**config.mk**
```make
export PLATFORM = sky130hd
export DESIGN_NAME = instr_fetch
export DESIGN_NICKNAME = d
export VERILOG_FILES = /design/src/rtl/rv32_pkg.sv /design/src/rtl/fetch_fifo.sv /design/src/rtl/instr_fetch.sv
export SDC_FILE = /design/constraint.sdc
export NUM_CORES = 1
export LEC_CHECK = 0
export CORE_MARGIN = 8
export CORE_UTILIZATION = 43
export CTS_CLUSTER_DIAMETER = 40
export DETAILED_ROUTE_END_ITERATION = 8
export PLACE_DENSITY = 0.72
export SETUP_SLACK_MARGIN = 0.3
export SYNTH_ARGS = -nofsm -noshare
export SYNTH_HDL_FRONTEND = slang
export SYNTH_SLANG_ARGS = --single-unit
```
**constraint.sdc**
```tcl
create_clock -name clk -period 8.1 [get_ports clk]
set_input_delay 1.62 -clock clk [delete_from_list [all_inputs] [get_ports clk]]
set_output_delay 1.62 -clock clk [all_outputs]
set_load 0.01 [all_outputs]
```
**src/rtl/rv32_pkg.sv**
```systemverilog
// Shared RV32 fetch-path types and constants.
// Used by instr_fetch and its fetch buffer.
package rv32_pkg;

  localparam int XLEN = 32;
  localparam logic [XLEN-1:0] RESET_PC_DEFAULT = 32'h0000_0000;

  typedef struct packed {
    logic [XLEN-1:0] pc;
    logic [XLEN-1:0] instr;
  } fetch_entry_t;

endpackage

```
**src/rtl/fetch_fifo.sv**
```systemverilog
// Small fetch buffer: circular queue of {pc, instr} entries with flush.
// DEPTH is a power of two, so the pointers wrap naturally modulo DEPTH.
module fetch_fifo
  import rv32_pkg::*;
#(
  parameter int DEPTH = 2
) (
  input  logic                     clk,
  input  logic                     rst_n,
  input  logic                     flush,
  input  logic                     push,
  input  fetch_entry_t             push_data,
  input  logic                     pop,
  output logic [$clog2(DEPTH):0]   count,
  output fetch_entry_t             head
);

  localparam int PW = $clog2(DEPTH);
  localparam int CW = PW + 1;

  fetch_entry_t   mem [DEPTH];
  logic [PW-1:0]  wr_ptr;
  logic [PW-1:0]  rd_ptr;

  always_ff @(posedge clk) begin
    if (!rst_n || flush) begin
      wr_ptr <= '0;
      rd_ptr <= '0;
      count  <= '0;
    end else begin
      if (push) wr_ptr <= wr_ptr + PW'(1);
      if (pop)  rd_ptr <= rd_ptr + PW'(1);
      case ({push, pop})
        2'b10:   count <= count + CW'(1);
        2'b01:   count <= count - CW'(1);
        default: count <= count;
      endcase
    end
  end

  // Data storage is deliberately unreset; the head is don't-care while count is zero.
  always_ff @(posedge clk) begin
    if (push) mem[wr_ptr] <= push_data;
  end

  assign head = mem[rd_ptr];

endmodule

```
**src/rtl/instr_fetch.sv**
```systemverilog
// Instruction fetch: PC register driving a combinational instruction source,
// feeding a small in-order buffer towards decode; redirects flush the buffer.
module instr_fetch
  import rv32_pkg::*;
#(
  parameter logic [XLEN-1:0] RESET_PC = RESET_PC_DEFAULT,
  parameter int              DEPTH    = 2
) (
  input  logic            clk,
  input  logic            rst_n,
  output logic [XLEN-1:0] imem_addr,
  input  logic [XLEN-1:0] imem_instr,
  input  logic            redirect_valid,
  input  logic [XLEN-1:0] redirect_pc,
  output logic            out_valid,
  input  logic            out_ready,
  output logic [XLEN-1:0] out_pc,
  output logic [XLEN-1:0] out_instr
);

  localparam int CW = $clog2(DEPTH) + 1;

  logic [XLEN-1:0] pc_q;
  logic [CW-1:0]   count;
  logic            push;
  logic            pop;
  fetch_entry_t    push_data;
  fetch_entry_t    head;
  logic            unused_redirect_lsbs;

  assign unused_redirect_lsbs = ^redirect_pc[1:0];

  assign out_valid = (count != '0);
  assign pop       = out_valid && out_ready;
  // A pop frees a slot in the same cycle, so a full buffer still streams 1/cycle.
  assign push      = !redirect_valid && ((count < CW'(DEPTH)) || pop);

  assign push_data.pc    = pc_q;
  assign push_data.instr = imem_instr;

  always_ff @(posedge clk) begin
    if (!rst_n)              pc_q <= {RESET_PC[XLEN-1:2], 2'b00};
    else if (redirect_valid) pc_q <= {redirect_pc[XLEN-1:2], 2'b00};
    else if (push)           pc_q <= pc_q + 32'd4;
  end

  assign imem_addr = pc_q;

  fetch_fifo #(
    .DEPTH (DEPTH)
  ) u_fifo (
    .clk       (clk),
    .rst_n     (rst_n),
    .flush     (redirect_valid),
    .push      (push),
    .push_data (push_data),
    .pop       (pop),
    .count     (count),
    .head      (head)
  );

  assign out_pc    = head.pc;
  assign out_instr = head.instr;

endmodule

```
==> flow_metrics.env, run 1 <==
export IMPL_dp_slack_ns=3.250
export IMPL_internal_power_uw=1626
export IMPL_synth_seq_cells=159
export IMPL_core_area_um2=14590
export IMPL_htreeDepth=4
export IMPL_setup_viol=0
export IMPL_cts_max_path_buffers=2
export IMPL_peakVddDrop_mv=0.1396
export IMPL_drtAntennaViolNets=0
export IMPL_num_nets_final=662
export IMPL_final_util=0.6039
export IMPL_gp_congestion=0.7763
export IMPL_n_antenna_cell=0
export IMPL_synth_area_leader_cell="edfxtp_1"
export IMPL_grt_overflow=0
export IMPL_critPathRequiredTime_ns=8.14
export IMPL_rsz0062_at_grt="false"
export IMPL_cts_tree="built"
export IMPL_tns_ns=0
export IMPL_rows=44
export IMPL_p_sw_frac=0.2001
export IMPL_seqPwrFrac=0.472
export IMPL_synth_cell_types=38
export IMPL_vias=4254
export IMPL_finalClockSkew_ns=0.006707
export IMPL_p_leak_uw=0.002953
export IMPL_endpoint_kind="flop"
export IMPL_slew_headroom=0.3589
export IMPL_pwr_share_clk=0.429
export IMPL_layout_common_cells="clkdlybuf4s50_1, edfxtp_1, mux2_2"
export IMPL_post_route_min_period_ns=4.356
export IMPL_grt_pass1_wl_um=23960
export IMPL_ys_warn_count=0
export IMPL_synth_edff_count=124
export IMPL_critPathArrivalTime_ns=4.40
export IMPL_finalHoldViolations=0
export IMPL_status="finished clean"
export IMPL_start_util=0.4401
export IMPL_first_global_vias=4401
export IMPL_synth_area_leaders="edfxtp_1, dfxtp_1, mux2_2"
export IMPL_drt_iter0_drc=316
export IMPL_dp_hpwl_um=10340
export IMPL_drc=0
export IMPL_antenna_found_initial=0
export IMPL_wirelength_um=15050
export IMPL_hp_class="reg2reg"
export IMPL_synth_area_um2=6420
export IMPL_post_cts_resized=0
export IMPL_drive_above_1_share=0.1620
export IMPL_path_max_fanout=45
export IMPL_grt_usage=0.1574
export IMPL_finalCritPeriodShare=0.5377
export IMPL_numCtsBuffers=17
export IMPL_post_cts_buffers=0
export IMPL_via_per_inst=5.392
export IMPL_hold_buffers=0
export IMPL_synthFlopType="edfxtp_1"
export IMPL_clock_sinks=159
export IMPL_insertion_delay_ns=0.41
export IMPL_p_per_area_nw_per_um2=230.8
export IMPL_yosysSeqAreaShare=0.6891
export IMPL_grt_max_degree=46
export IMPL_syn2layout_area_growth_pct=37.22
export IMPL_path_class="in2reg"
export IMPL_wl_per_cell_um=19.08
export IMPL_p_switching_uw=406.9
export IMPL_first_pass_iters=4
export IMPL_synth_area_per_cell_um2=14.76
export IMPL_holdWs_ns=0.5123
export IMPL_slew_viol_final=0
export IMPL_port_buffers=158
export IMPL_synth_top_area_frac=0.5800
export IMPL_layout_commonest_cell="clkdlybuf4s50_1"
export IMPL_tightest_slew_ns=0.9587
export IMPL_dieArea_um2=19100
export IMPL_synthArstFlopShare=0
export IMPL_ios=165
export IMPL_cts_root_buf="clkbuf_16"
export IMPL_fin_ws_ns=3.744
export IMPL_combinationalPowerShare=0.099
export IMPL_syn_inst=435
export IMPL_path_clk_slew_ns=0.06
export IMPL_die_h_um=138.2
export IMPL_startpoint_type="input pin"
export IMPL_maxCapViolCount=0
export IMPL_max_freq_ghz=0.2296
export IMPL_die_x_um=138.2
==> logic make-up (layout without fill, tap and decap cells) <==
group	Yosys count	after routing	share of synthesized area
xor gates and xnor gates	13	13	0.01774
buffers and inverters	30	197	0.02144
muxes	62	62	0.1088
and+or+nand+nor	92	92	0.08400
other	1	4	0.0005841
DFF	159	159	0.6891
adders and majority gates	2	2	0.003897
AOI/OAI and AO/OA	76	76	0.07445
==> flip-flops by register name, indices dropped and copies added, names as in the netlist, named ones only <==
| name | flops |
|---|---|
| imem_addr | 30 |
| u_fifo.count | 2 |
| u_fifo.mem | 124 |
| u_fifo.wr_ptr | 1 |
| u_fifo.rd_ptr | 1 |
==> routing by layer <==
layer  GRT usage  wire length (um)
met5           0                 0
met4     0.05492               168
met3     0.04692               763
met2      0.2646              7631
met1      0.1876              6488
==> metrics by stage <==
| stage | power, uW | area, um^2 | cells |
|---|---|---|---|
| 3_5_place_dp | 1181 | 8157 | 757 |
| 6_report | 2033 | 8810 | 789 |
| 2_1_floorplan | 1054 | 6431 | 438 |
| 3_3_place_gp | 1174 | 8157 | 757 |
| 4_1_cts | 2053 | 8810 | 789 |
| 5_1_grt | 2105 | 8810 | 789 |
==> critical path, stage by stage <==
cell and delay [ns]:
clkdlybuf4s50_1 0.65, clkinv_1 0.45, buf_4 0.37, nand2_1 0.17
nor2_4 0.47, buf_4 0.62
==> cells in the mapped netlist (3+ instances only) <==
| cell | n |
|---|---|
| nand2_1 | 16 |
| and3_1 | 4 |
| nand3_1 | 8 |
| nand2b_1 | 5 |
| a21oi_1 | 6 |
| edfxtp_1 | 124 |
| nand4_1 | 12 |
| or4_1 | 16 |
| xor2_1 | 4 |
| nor4_1 | 5 |
| o211a_1 | 4 |
| o21ai_0 | 29 |
| o31ai_1 | 15 |
| buf_4 | 4 |
| and4_1 | 3 |
| mux2_2 | 62 |
| dfxtp_1 | 35 |
| a31oi_1 | 17 |
| or3_1 | 4 |
| and2_1 | 4 |
| clkbuf_1 | 20 |
| nor2_1 | 8 |
| xnor2_1 | 9 |
==> cell type report <==
type | count | area (um^2)
sequential | 159 | 4425
clock inverter | 6 | 153.9
fill | 1148 | 5779
timing repair buffer | 162 | 1612
inverter | 3 | 11.26
tap | 184 | 230.2
clock buffer | 26 | 499.2
multi-input combinational | 249 | 1878
==> path summary, 6_finish.rpt <==
path / from / end / slack (ns) / cells past startpoint
setup / recovery: redirect_valid / u_fifo.mem[0][41]$_DFFE_PP_ / 3.74 / 6
hold / removal: u_fifo.count[1]$_SDFFE_PP0P_ / u_fifo.count[1]$_SDFFE_PP0P_ / 0.51 / 2
setup reg to reg: u_fifo.count[1]$_SDFFE_PP0P_ / u_fifo.mem[0][41]$_DFFE_PP_ / 5.71 / 4
hold reg to reg: u_fifo.count[1]$_SDFFE_PP0P_ / u_fifo.count[1]$_SDFFE_PP0P_ / 0.51 / 2
==> power groups by stage <==
| stage | combinational [uW] | sequential, uW | clock [uW] |
|---|---|---|---|
| 6_report | 202 | 959 | 872 |
| 5_1_grt | 217 | 964 | 924 |
| 3_3_place_gp | 201 | 973 | 0 |
| 3_5_place_dp | 204 | 977 | 0 |
| 2_1_floorplan | 81.4 | 972 | 0 |
| 4_1_cts | 205 | 960 | 888 |
Note: power is estimated with default switching activity, not from simulation.
==> run 2, diff against run 1 <==
- clock period: 8.1 -> 4.4 ns (I/O delays scaled with it)
==> run 2 against run 1 <==
- routed wire length decreased by 1.5%
- hold slack got worse by 0.0011 ns
- largest cell class unchanged
- die area stayed put
- total power is 76% higher
- final area is 0.26% lower
- worst setup slack lost 2.5 ns
- sequential share of layout area is 0.13 points higher
- final cell count up 0.13%
- clock skew is 0.0027 ns higher
- critical endpoint is now out_pc[13]
- clock power rose by 65%
==> flow_metrics.env, run 2 (synthesis gave the netlist of run 1 again) <==
export IMPL_cts_tree="built"
export IMPL_wirelength_um=14830
export IMPL_max_freq_ghz=0.3151
export IMPL_drive_above_1_share=0.1733
export IMPL_p_total_uw=3582
export IMPL_first_pass_iters=4
export IMPL_path_clk_slew_ns=0.06
export IMPL_startpoint_type="flop"
export IMPL_via_per_inst=5.385
export IMPL_endpoint_kind="primary output"
export IMPL_insertion_delay_ns=0.42
export IMPL_die_h_um=138.2
export IMPL_finalCritPeriodShare=0.7212
export IMPL_post_route_min_period_ns=3.173
export IMPL_critPathArrivalTime_ns=2.29
export IMPL_numCtsBuffers=17
export IMPL_grt_overflow=0
export IMPL_p_leak_uw=0.002936
export IMPL_status="finished clean"
export IMPL_cts_max_path_buffers=2
export IMPL_cts_root_buf="clkbuf_16"
export IMPL_path_class="reg2out"
export IMPL_dieArea_um2=19100
export IMPL_rows=44
export IMPL_hold_buffers=0
export IMPL_htreeDepth=4
export IMPL_drc=0
export IMPL_antenna_found_initial=0
export IMPL_peakVddDrop_mv=0.2658
export IMPL_finalHoldViolations=0
export IMPL_largest_reg_flops=124
export IMPL_grt_usage=0.1560
export IMPL_core_area_um2=14590
export IMPL_port_buffers=158
export IMPL_post_cts_resized=0
export IMPL_tns_ns=0
export IMPL_critPathRequiredTime_ns=3.52
export IMPL_maxCapViolCount=0
export IMPL_num_nets_final=663
export IMPL_syn2layout_area_growth_pct=36.87
export IMPL_slew_viol_final=0
export IMPL_die_x_um=138.2
export IMPL_seq_area_um2=4425
export IMPL_final_util=0.6023
export IMPL_ios=165
export IMPL_holdWs_ns=0.5111
export IMPL_tightest_slew_ns=1.001
export IMPL_hp_class="reg2reg"
export IMPL_multi_input_area_um2=1878
export IMPL_drtAntennaViolNets=0
export IMPL_dp_hpwl_um=10280
export IMPL_drt_iter0_drc=187
export IMPL_clock_sinks=159
export IMPL_p_per_area_nw_per_um2=407.6
export IMPL_slew_headroom=0.3308
export IMPL_rsz0062_at_grt="false"
export IMPL_first_global_vias=4516
export IMPL_gp_congestion=0.7574
export IMPL_grt_max_degree=46
export IMPL_setup_viol=0
export IMPL_layout_common_cells="clkdlybuf4s50_1, edfxtp_1, mux2_2"
export IMPL_post_cts_buffers=0
export IMPL_largest_register="u_fifo.mem"
export IMPL_n_antenna_cell=0
export IMPL_vias=4254
export IMPL_layout_commonest_cell="clkdlybuf4s50_1"
export IMPL_n_fill_cell=1137
export IMPL_wl_per_cell_um=18.77
export IMPL_path_max_fanout=45
export IMPL_start_util=0.4401
export IMPL_grt_pass1_wl_um=23960
export IMPL_finalClockSkew_ns=0.009429
run 2: changes by cell type in the layout (fill, tap and decap cells not counted), moves of 3 or more:
| cell | change |
|---|---|
| clkinv_2 | +3 |
| inv_6 | +5 |
| clkinv_4 | +3 |
| buf_12 | +3 |
| clkbuf_8 | -4 |
| clkbuf_1 | -5 |
| bufinv_16 | -3 |
run 2: worst max-delay path: stages (launching register included):
cell             delay (ns)
dfxtp_2                0.63
buf_12                 0.31
mux2_2                 0.36
clkdlybuf4s50_1        0.54
run 2: final timing paths:
| check | startpoint | endpoint | slack (ns) | cells after the start |
|---|---|---|---|---|
| min | u_fifo.count[1]$_SDFFE_PP0P_ | u_fifo.count[1]$_SDFFE_PP0P_ | 0.51 | 2 |
| max | flop | out_pc[13] | 1.23 | 3 |
| min reg2reg | u_fifo.count[1]$_SDFFE_PP0P_ | u_fifo.count[1]$_SDFFE_PP0P_ | 0.51 | 2 |
| max reg2reg | imem_addr[13]$_SDFFE_PN0P_ | imem_addr[30]$_SDFFE_PN0P_ | 2.06 | 4 |
run 2: per-stage QoR:
stage | std cells | worst slack [ns] | area, um^2
detailed placement | 758 | 1.021 | 8202
global placement | 758 | 1.096 | 8202
floorplan | 438 | 1.012 | 6434
CTS | 790 | 1.202 | 8787
finish | 790 | 1.227 | 8787
global route | 790 | 1.118 | 8787
run 2: layer usage:
| layer | routed length, um | vias to the layer above | track usage |
|---|---|---|---|
| met5 | 0 | - | 0 |
| met4 | 158 | 0 | 0.05778 |
| met3 | 786 | 16 | 0.04760 |
| met2 | 7568 | 138 | 0.2634 |
| met1 | 6318 | 2085 | 0.1831 |
| li1 | - | 2015 | - |
run 2: report_power, final:
part | internal (uW) | switching, uW | total (uW)
Clock | 843 | 599 | 1440
Sequential | 1710 | 55.2 | 1760
Combinational | 220 | 155 | 375
Total | 2770 | 809 | 3580
run 2: cell type report:
class	count	area share
clock inverter	15	0.01823
multi-input combinational	249	0.2137
tap	184	0.02620
inverter	3	0.001282
sequential	159	0.5036
timing repair buffer	163	0.1885
clock buffer	17	0.04841
